## src/rtl/cv32e40p_mac_acc.sv

```systemverilog
// Multi-channel fixed-point multiply-accumulate engine (2-stage: product register, accumulate).
// Define CV32E40P_MAC_SAT_EN for saturating accumulation with a sticky sat_o flag; otherwise wrap.
module cv32e40p_mac_acc #(
    parameter int DATA_W = 32,
    parameter int FRAC_W = 16,
    parameter int ACC_W  = 32,
    parameter int NUM_CH = 4,
    parameter int CNT_W  = 16,
    localparam int CH_W  = (NUM_CH > 1) ? $clog2(NUM_CH) : 1
) (
    input  logic              clk_i,
    input  logic              rst_n_global_i,
    input  logic              clr_i,
    input  logic              start_i,
    input  logic [CNT_W-1:0]  len_i,
    input  logic [CH_W-1:0]   ch_i,
    input  logic              keep_i,
    input  logic              valid_i,
    output logic              ready_o,
    input  logic [DATA_W-1:0] a_i,
    input  logic [DATA_W-1:0] b_i,
    output logic              busy_o,
    output logic              result_valid_o,
    output logic [ACC_W-1:0]  result_o,
    output logic [CH_W-1:0]   result_ch_o,
    input  logic [CH_W-1:0]   rd_ch_i,
    output logic [ACC_W-1:0]  rd_data_o,
    output logic              sat_o
);
    localparam int PW = 2 * DATA_W;
    localparam int EW = (PW > ACC_W) ? PW : ACC_W;

    typedef enum logic [1:0] {S_IDLE, S_ACC, S_DRAIN, S_DONE} t_state;

    t_state               r_state;
    t_state               w_state_nxt;
    logic [CNT_W-1:0]     r_cnt;
    logic [CH_W-1:0]      r_ch;
    logic [CH_W-1:0]      r_result_ch;
    logic                 r_s1_vld;
    logic signed [PW-1:0] r_s1_prod;
    logic [ACC_W-1:0]     r_acc [NUM_CH];
    logic [ACC_W-1:0]     r_result;

    logic                 w_start;
    logic                 w_accept;
    logic                 w_last;
    logic signed [PW-1:0] w_shift;
    logic signed [EW-1:0] w_ext;
    logic [ACC_W-1:0]     w_acc_cur;
    logic [ACC_W-1:0]     w_acc_new;

    assign w_start   = (r_state == S_IDLE) && start_i && !clr_i;
    assign w_accept  = (r_state == S_ACC) && valid_i && !clr_i;
    assign w_last    = w_accept && (r_cnt == CNT_W'(1));
    assign w_shift   = r_s1_prod >>> FRAC_W;
    assign w_ext     = EW'(w_shift);
    assign w_acc_cur = r_acc[r_ch];

`ifdef CV32E40P_MAC_SAT_EN
    localparam logic [ACC_W-1:0] P_MAX = {1'b0, {(ACC_W-1){1'b1}}};
    localparam logic [ACC_W-1:0] P_MIN = {1'b1, {(ACC_W-1){1'b0}}};

    logic [EW-ACC_W:0] w_hi;
    logic              w_prod_ovf;
    logic              w_sum_ovf;
    logic [ACC_W-1:0]  w_prod_sat;
    logic [ACC_W:0]    w_sum;
    logic              r_sat;

    // Shifted product fits in ACC_W only if all bits above the result sign agree with it.
    assign w_hi       = w_ext[EW-1:ACC_W-1];
    assign w_prod_ovf = !((&w_hi) || !(|w_hi));
    assign w_prod_sat = w_prod_ovf ? (w_ext[EW-1] ? P_MIN : P_MAX) : w_ext[ACC_W-1:0];
    assign w_sum      = {w_acc_cur[ACC_W-1], w_acc_cur} + {w_prod_sat[ACC_W-1], w_prod_sat};
    assign w_sum_ovf  = (w_sum[ACC_W] != w_sum[ACC_W-1]);
    assign w_acc_new  = w_sum_ovf ? (w_sum[ACC_W] ? P_MIN : P_MAX) : w_sum[ACC_W-1:0];

    always_ff @(posedge clk_i or negedge rst_n_global_i) begin
        if (!rst_n_global_i) begin
            r_sat <= 1'b0;
        end else if (clr_i || (w_start && !keep_i)) begin
            r_sat <= 1'b0;
        end else if (r_s1_vld && (w_prod_ovf || w_sum_ovf)) begin
            r_sat <= 1'b1;
        end
    end

    assign sat_o = r_sat;
`else
    assign w_acc_new = w_acc_cur + w_ext[ACC_W-1:0];
    assign sat_o     = 1'b0;
`endif

    always_comb begin
        w_state_nxt    = r_state;
        ready_o        = 1'b0;
        busy_o         = 1'b1;
        result_valid_o = 1'b0;
        case (r_state)
            S_IDLE: begin
                busy_o = 1'b0;
                if (start_i) begin
                    w_state_nxt = (len_i != '0) ? S_ACC : S_DONE;
                end
            end
            S_ACC: begin
                ready_o = 1'b1;
                if (w_last) begin
                    w_state_nxt = S_DRAIN;
                end
            end
            S_DRAIN: begin
                if (!r_s1_vld) begin
                    w_state_nxt = S_DONE;
                end
            end
            S_DONE: begin
                result_valid_o = 1'b1;
                w_state_nxt    = S_IDLE;
            end
            default: w_state_nxt = S_IDLE;
        endcase
        if (clr_i) begin
            w_state_nxt = S_IDLE;
        end
    end

    always_ff @(posedge clk_i or negedge rst_n_global_i) begin
        if (!rst_n_global_i) begin
            r_state   <= S_IDLE;
            r_cnt     <= '0;
            r_ch      <= '0;
            r_s1_vld  <= 1'b0;
            r_s1_prod <= '0;
        end else begin
            r_state  <= w_state_nxt;
            r_s1_vld <= w_accept;
            if (w_start) begin
                r_cnt <= len_i;
                r_ch  <= ch_i;
            end else if (w_accept) begin
                r_cnt <= r_cnt - CNT_W'(1);
            end
            if (w_accept) begin
                r_s1_prod <= $signed(a_i) * $signed(b_i);
            end
        end
    end

    always_ff @(posedge clk_i or negedge rst_n_global_i) begin
        if (!rst_n_global_i) begin
            for (int unsigned i = 0; i < NUM_CH; i++) begin
                r_acc[i] <= '0;
            end
        end else if (clr_i) begin
            for (int unsigned i = 0; i < NUM_CH; i++) begin
                r_acc[i] <= '0;
            end
        end else begin
            if (w_start && !keep_i) begin
                r_acc[ch_i] <= '0;
            end
            if (r_s1_vld) begin
                r_acc[r_ch] <= w_acc_new;
            end
        end
    end

    // Result is driven live from the accumulator during DONE and latched on leaving it.
    always_ff @(posedge clk_i or negedge rst_n_global_i) begin
        if (!rst_n_global_i) begin
            r_result    <= '0;
            r_result_ch <= '0;
        end else if (r_state == S_DONE) begin
            r_result    <= w_acc_cur;
            r_result_ch <= r_ch;
        end
    end

    assign result_o    = (r_state == S_DONE) ? w_acc_cur : r_result;
    assign result_ch_o = (r_state == S_DONE) ? r_ch : r_result_ch;
    assign rd_data_o   = r_acc[rd_ch_i];

endmodule

```

## config.mk

```make
export PLATFORM = sky130hd
export DESIGN_NAME = cv32e40p_mac_acc
export DESIGN_NICKNAME = d
export VERILOG_FILES = /design/src/rtl/cv32e40p_mac_acc.sv
export SDC_FILE = /design/constraint.sdc
export NUM_CORES = 2
export LEC_CHECK = 0
export ABC_AREA = 1
export BUFFER_PORTS_ARGS = -buffer_cell sky130_fd_sc_hd__buf_4
export CAP_MARGIN = 5
export CELL_PAD_IN_SITES_DETAIL_PLACEMENT = 1
export CELL_PAD_IN_SITES_GLOBAL_PLACEMENT = 1
export CORE_UTILIZATION = 47
export CTS_BUF_LIST = sky130_fd_sc_hd__clkbuf_4 sky130_fd_sc_hd__clkbuf_8 sky130_fd_sc_hd__clkbuf_16
export DETAILED_ROUTE_END_ITERATION = 10
export PLACE_DENSITY = 0.82
export SETUP_SLACK_MARGIN = 0.05
export SYNTH_ARGS = -nofsm -noshare
export SYNTH_HDL_FRONTEND = slang
export SYNTH_SLANG_ARGS = --single-unit
```

## constraint.sdc

```tcl
create_clock -name clk_i -period 4.2 [get_ports clk_i]
set_input_delay 0.84 -clock clk_i [delete_from_list [all_inputs] [get_ports clk_i]]
set_output_delay 0.84 -clock clk_i [all_outputs]
set_load 0.005 [all_outputs]
```

==> results.json <==
{
  "clk_pin_slew_worst_paths_ns": 0.06,
  "grt_setup_unrepaired": "yes",
  "synth_edf_count": 0,
  "yosys.cell_types.count": 58,
  "flow.area_growth_from_synthesis_pct": 24.0,
  "rows": 111,
  "drc": 0,
  "cts_htree_levels": 1,
  "yosys.area.top_type_share_pct": 38.7,
  "grt_pass1_vias": 49700,
  "timing_worst_slew_pin_value_ns": 1.09,
  "fin_nets": 7237,
  "core_region_area_mm2": 0.0915,
  "max-clock-path-buffers": 3,
  "vias": 46300,
  "numClockSinks": 215,
  "ant_nets": 0,
  "grt_max_degree": 91,
  "ctsRootBufferMaster": "clkbuf_16",
  "yosysTopAreaCell": "fa_1",
  "floorplan.io_pins": 160,
  "multi_input_area_mm2": 0.0333,
  "worstSetupStartpointType": "input port",
  "final.setup.worst_slack_ns": -4.62,
  "detail_route.wirelength_mm": 236,
  "post_synth_instance_area_mm2": 0.0434,
  "post_synth.cell_area_avg_um2": 7.66,
  "crit_path_end_kind": "register",
  "worst_skew_pair.late_latency_ns": 0.58,
  "track_usage_pct": 41.5,
  "dieHeight_um": 306,
  "detail_route.first_pass.iterations": 9,
  "fmax_mhz": 113,
  "period_minus_slack_ns": 8.82,
  "synth-warning-count": 0,
  "pre_cts_slack_ns": -3.49,
  "run_status": "complete, but fails checks",
  "critPathMaxFanout": 23,
  "postSynth.topFlopCell": "dfrtp_1",
  "cts_tree": "yes",
  "hold_path_class": "in2async",
  "cts_inserted_buffers": 27,
  "gr-total-overflow": 0,
  "final_hold_viol_count": 0,
  "yosys-top-cells-area": "fa_1 39%, inv_1 13%, nand2_1 13%, dfrtp_1 12%, ha_1 5.8%",
  "initial_cell_density_of_the_core_pct": 47.4,
  "grt_antenna_before_repair": 16,
  "ys_async_sr_fraction_pct": 100,
  "post-route-period-util_pct": 210,
  "worst_r2r_path_depth": 19,
  "gate_count_of_the_mapped_netlist": 5661,
  "setup_viol": 32,
  "number_of_drc_markers_in_iteration_0": 5672,
  "crit_path_start": "b_i[14]",
  "gp_congestion": 0.943,
  "synthTopCellsByCount": "1517 x inv_1, 1465 x nand2_1, 839 x fa_1",
  "finalCoreUtilization_pct": 58.8,
  "buffer_ports.inserted": 158,
  "die_area_mm2": 0.0935,
  "fill_cells": 11000,
  "post_route_cells_drive_above_1_share_pct": 20.5,
  "clock-skew-final_ns": 0.0239,
  "cp_data_required_time_ns": 4.64,
  "path_class": "in2reg",
  "violations": "setup timing",
  "die_x_um": 306,
  "drv.max_cap_violation_count": 0,
  "postCtsHoldBufs": 0,
  "synth_seq_area_share_pct": 12.4,
  "final-max-slew-violation-count": 0,
  "postSynthNetCount": 6790,
  "regArea_mm2": 0.00538,
  "r2r-start": "r_ch[1]",
  "yosys_reg_bits": 215,
  "post-synth-top-count-cell": "inv_1",
  "first_pass_grt_wire_length_mm": 294,
  "dpl.hpwl_mm": 135,
  "arrival_ns": 9.26,
  "routed_via_density": 6.33,
  "routed_wire_length_per_instance_um": 32.2,
  "slew_headroom_pct": 26.7
}
## per-stage QoR
step	instance area (um^2)	hold slack, ns	setup TNS, ns	std cells
floorplan	44800	0.448	-74.87	5661
global placement	49800	0.478	-95.16	7176
detailed placement	49800	0.480	-100.44	7176
CTS	52600	0.295	-74.91	7281
global route	53800	0.318	-118.28	7315
finish	53800	0.249	-116.84	7323
## layer usage
| layer | vias to the layer above | wire length (um) | global-route usage [%] |
|---|---|---|---|
| li1 | 17500 | - | - |
| met5 | - | 95 | 0 |
| met3 | 2059 | 32200 | 9.68 |
| met2 | 4246 | 102000 | 69.5 |
| met4 | 14 | 29000 | 34.5 |
| met1 | 22500 | 72600 | 44.6 |
## cell type report
cell class | instances | share of cell area [%]
sequential | 215 | 10.0
inverter | 1530 | 10.7
clock inverter | 6 | 0.237
clock buffer | 43 | 1.57
antenna | 9 | 0.0419
tap | 1186 | 2.76
multi-input combinational | 3645 | 62.0
timing repair buffer | 689 | 12.7
## worst paths after layout
kind | endpoint | slack, ns
hold reg to reg | r_s1_prod[21] | 0.50
max in group asynchronous | r_acc[87] | 2.88
setup reg to reg | r_acc[122] | 0.26
setup / recovery | r_s1_prod[40] | -4.62
min in group clk_i | r_s1_prod[21] | 0.50
hold / removal | r_cnt[9] | 0.25
## state kept, by name, summed over array words and instances (netlist names)
| name | count |
|---|---|
| r_acc | 128 |
| r_s1_prod | 32 |
| r_ch | 2 |
| r_s1_vld | 1 |
| r_result_ch | 2 |
| r_result | 32 |
| r_state | 2 |
| r_cnt | 16 |
## layout by cell type, fill, tap and decap left out, types with 27 or more instances in the layout
cell type	count
nand3_1	133
o21ai_0	153
nand2_2	77
nor2_1	165
ha_4	38
fa_2	82
clkbuf_16	29
a21oi_2	27
buf_6	48
a22oi_1	48
o22ai_1	35
inv_2	76
inv_1	1449
ha_1	161
buf_12	88
nand2_1	1357
fa_1	757
o21ai_1	32
nand2_4	33
dfrtp_1	215
nor2_4	31
a21oi_1	169
buf_4	524
## kinds of logic (layout without fill, tap and decap cells)
kind of cell / count (synthesis) / count (layout) / synth area share [%]
AND/OR/NAND/NOR: 1936 / 1936 / 17.9
multiplexers: 16 / 16 / 0.416
adder cells (fa/ha/maj): 1039 / 1039 / 44.5
other: 1 / 10 / 0.00865
buffers and inverters: 1801 / 2268 / 15.6
flip-flops: 215 / 215 / 12.4
XOR/XNOR: 45 / 45 / 0.961
AO/OA/AOI/OAI: 608 / 608 / 8.19
## worst max-delay path, cell delays in order
cell      delay, ns
buf_8          0.17
nand2_1        0.11
inv_1          0.07
fa_1           0.69
fa_1           0.99
inv_1          0.17
fa_1           0.49
fa_1           0.47
inv_1          0.13
fa_1           0.48
fa_1           0.96
fa_1           0.60
fa_1           0.62
ha_4           0.38
nand2_2        0.13
nor2_2         0.21
nand2_1        0.21
nor2_4         0.24
nand3b_1       0.55
nand3_2        0.36
nand2_1        0.13
nand3_2        0.10
nand2_1        0.09
## repair_timing
action / in CTS / in global routing
gates cloned: 3 / 2
hold endpoints to repair: 0 / 0
setup buffers: 54 / 31
pin swaps: 144 / 127
endpoints found under the setup margin: 32 / 32
gates resized for setup: 338 / 248
Power is left out: the tool's default activity adds up to more than one toggle a clock period on the data nets, which glitch-free logic cannot reach.
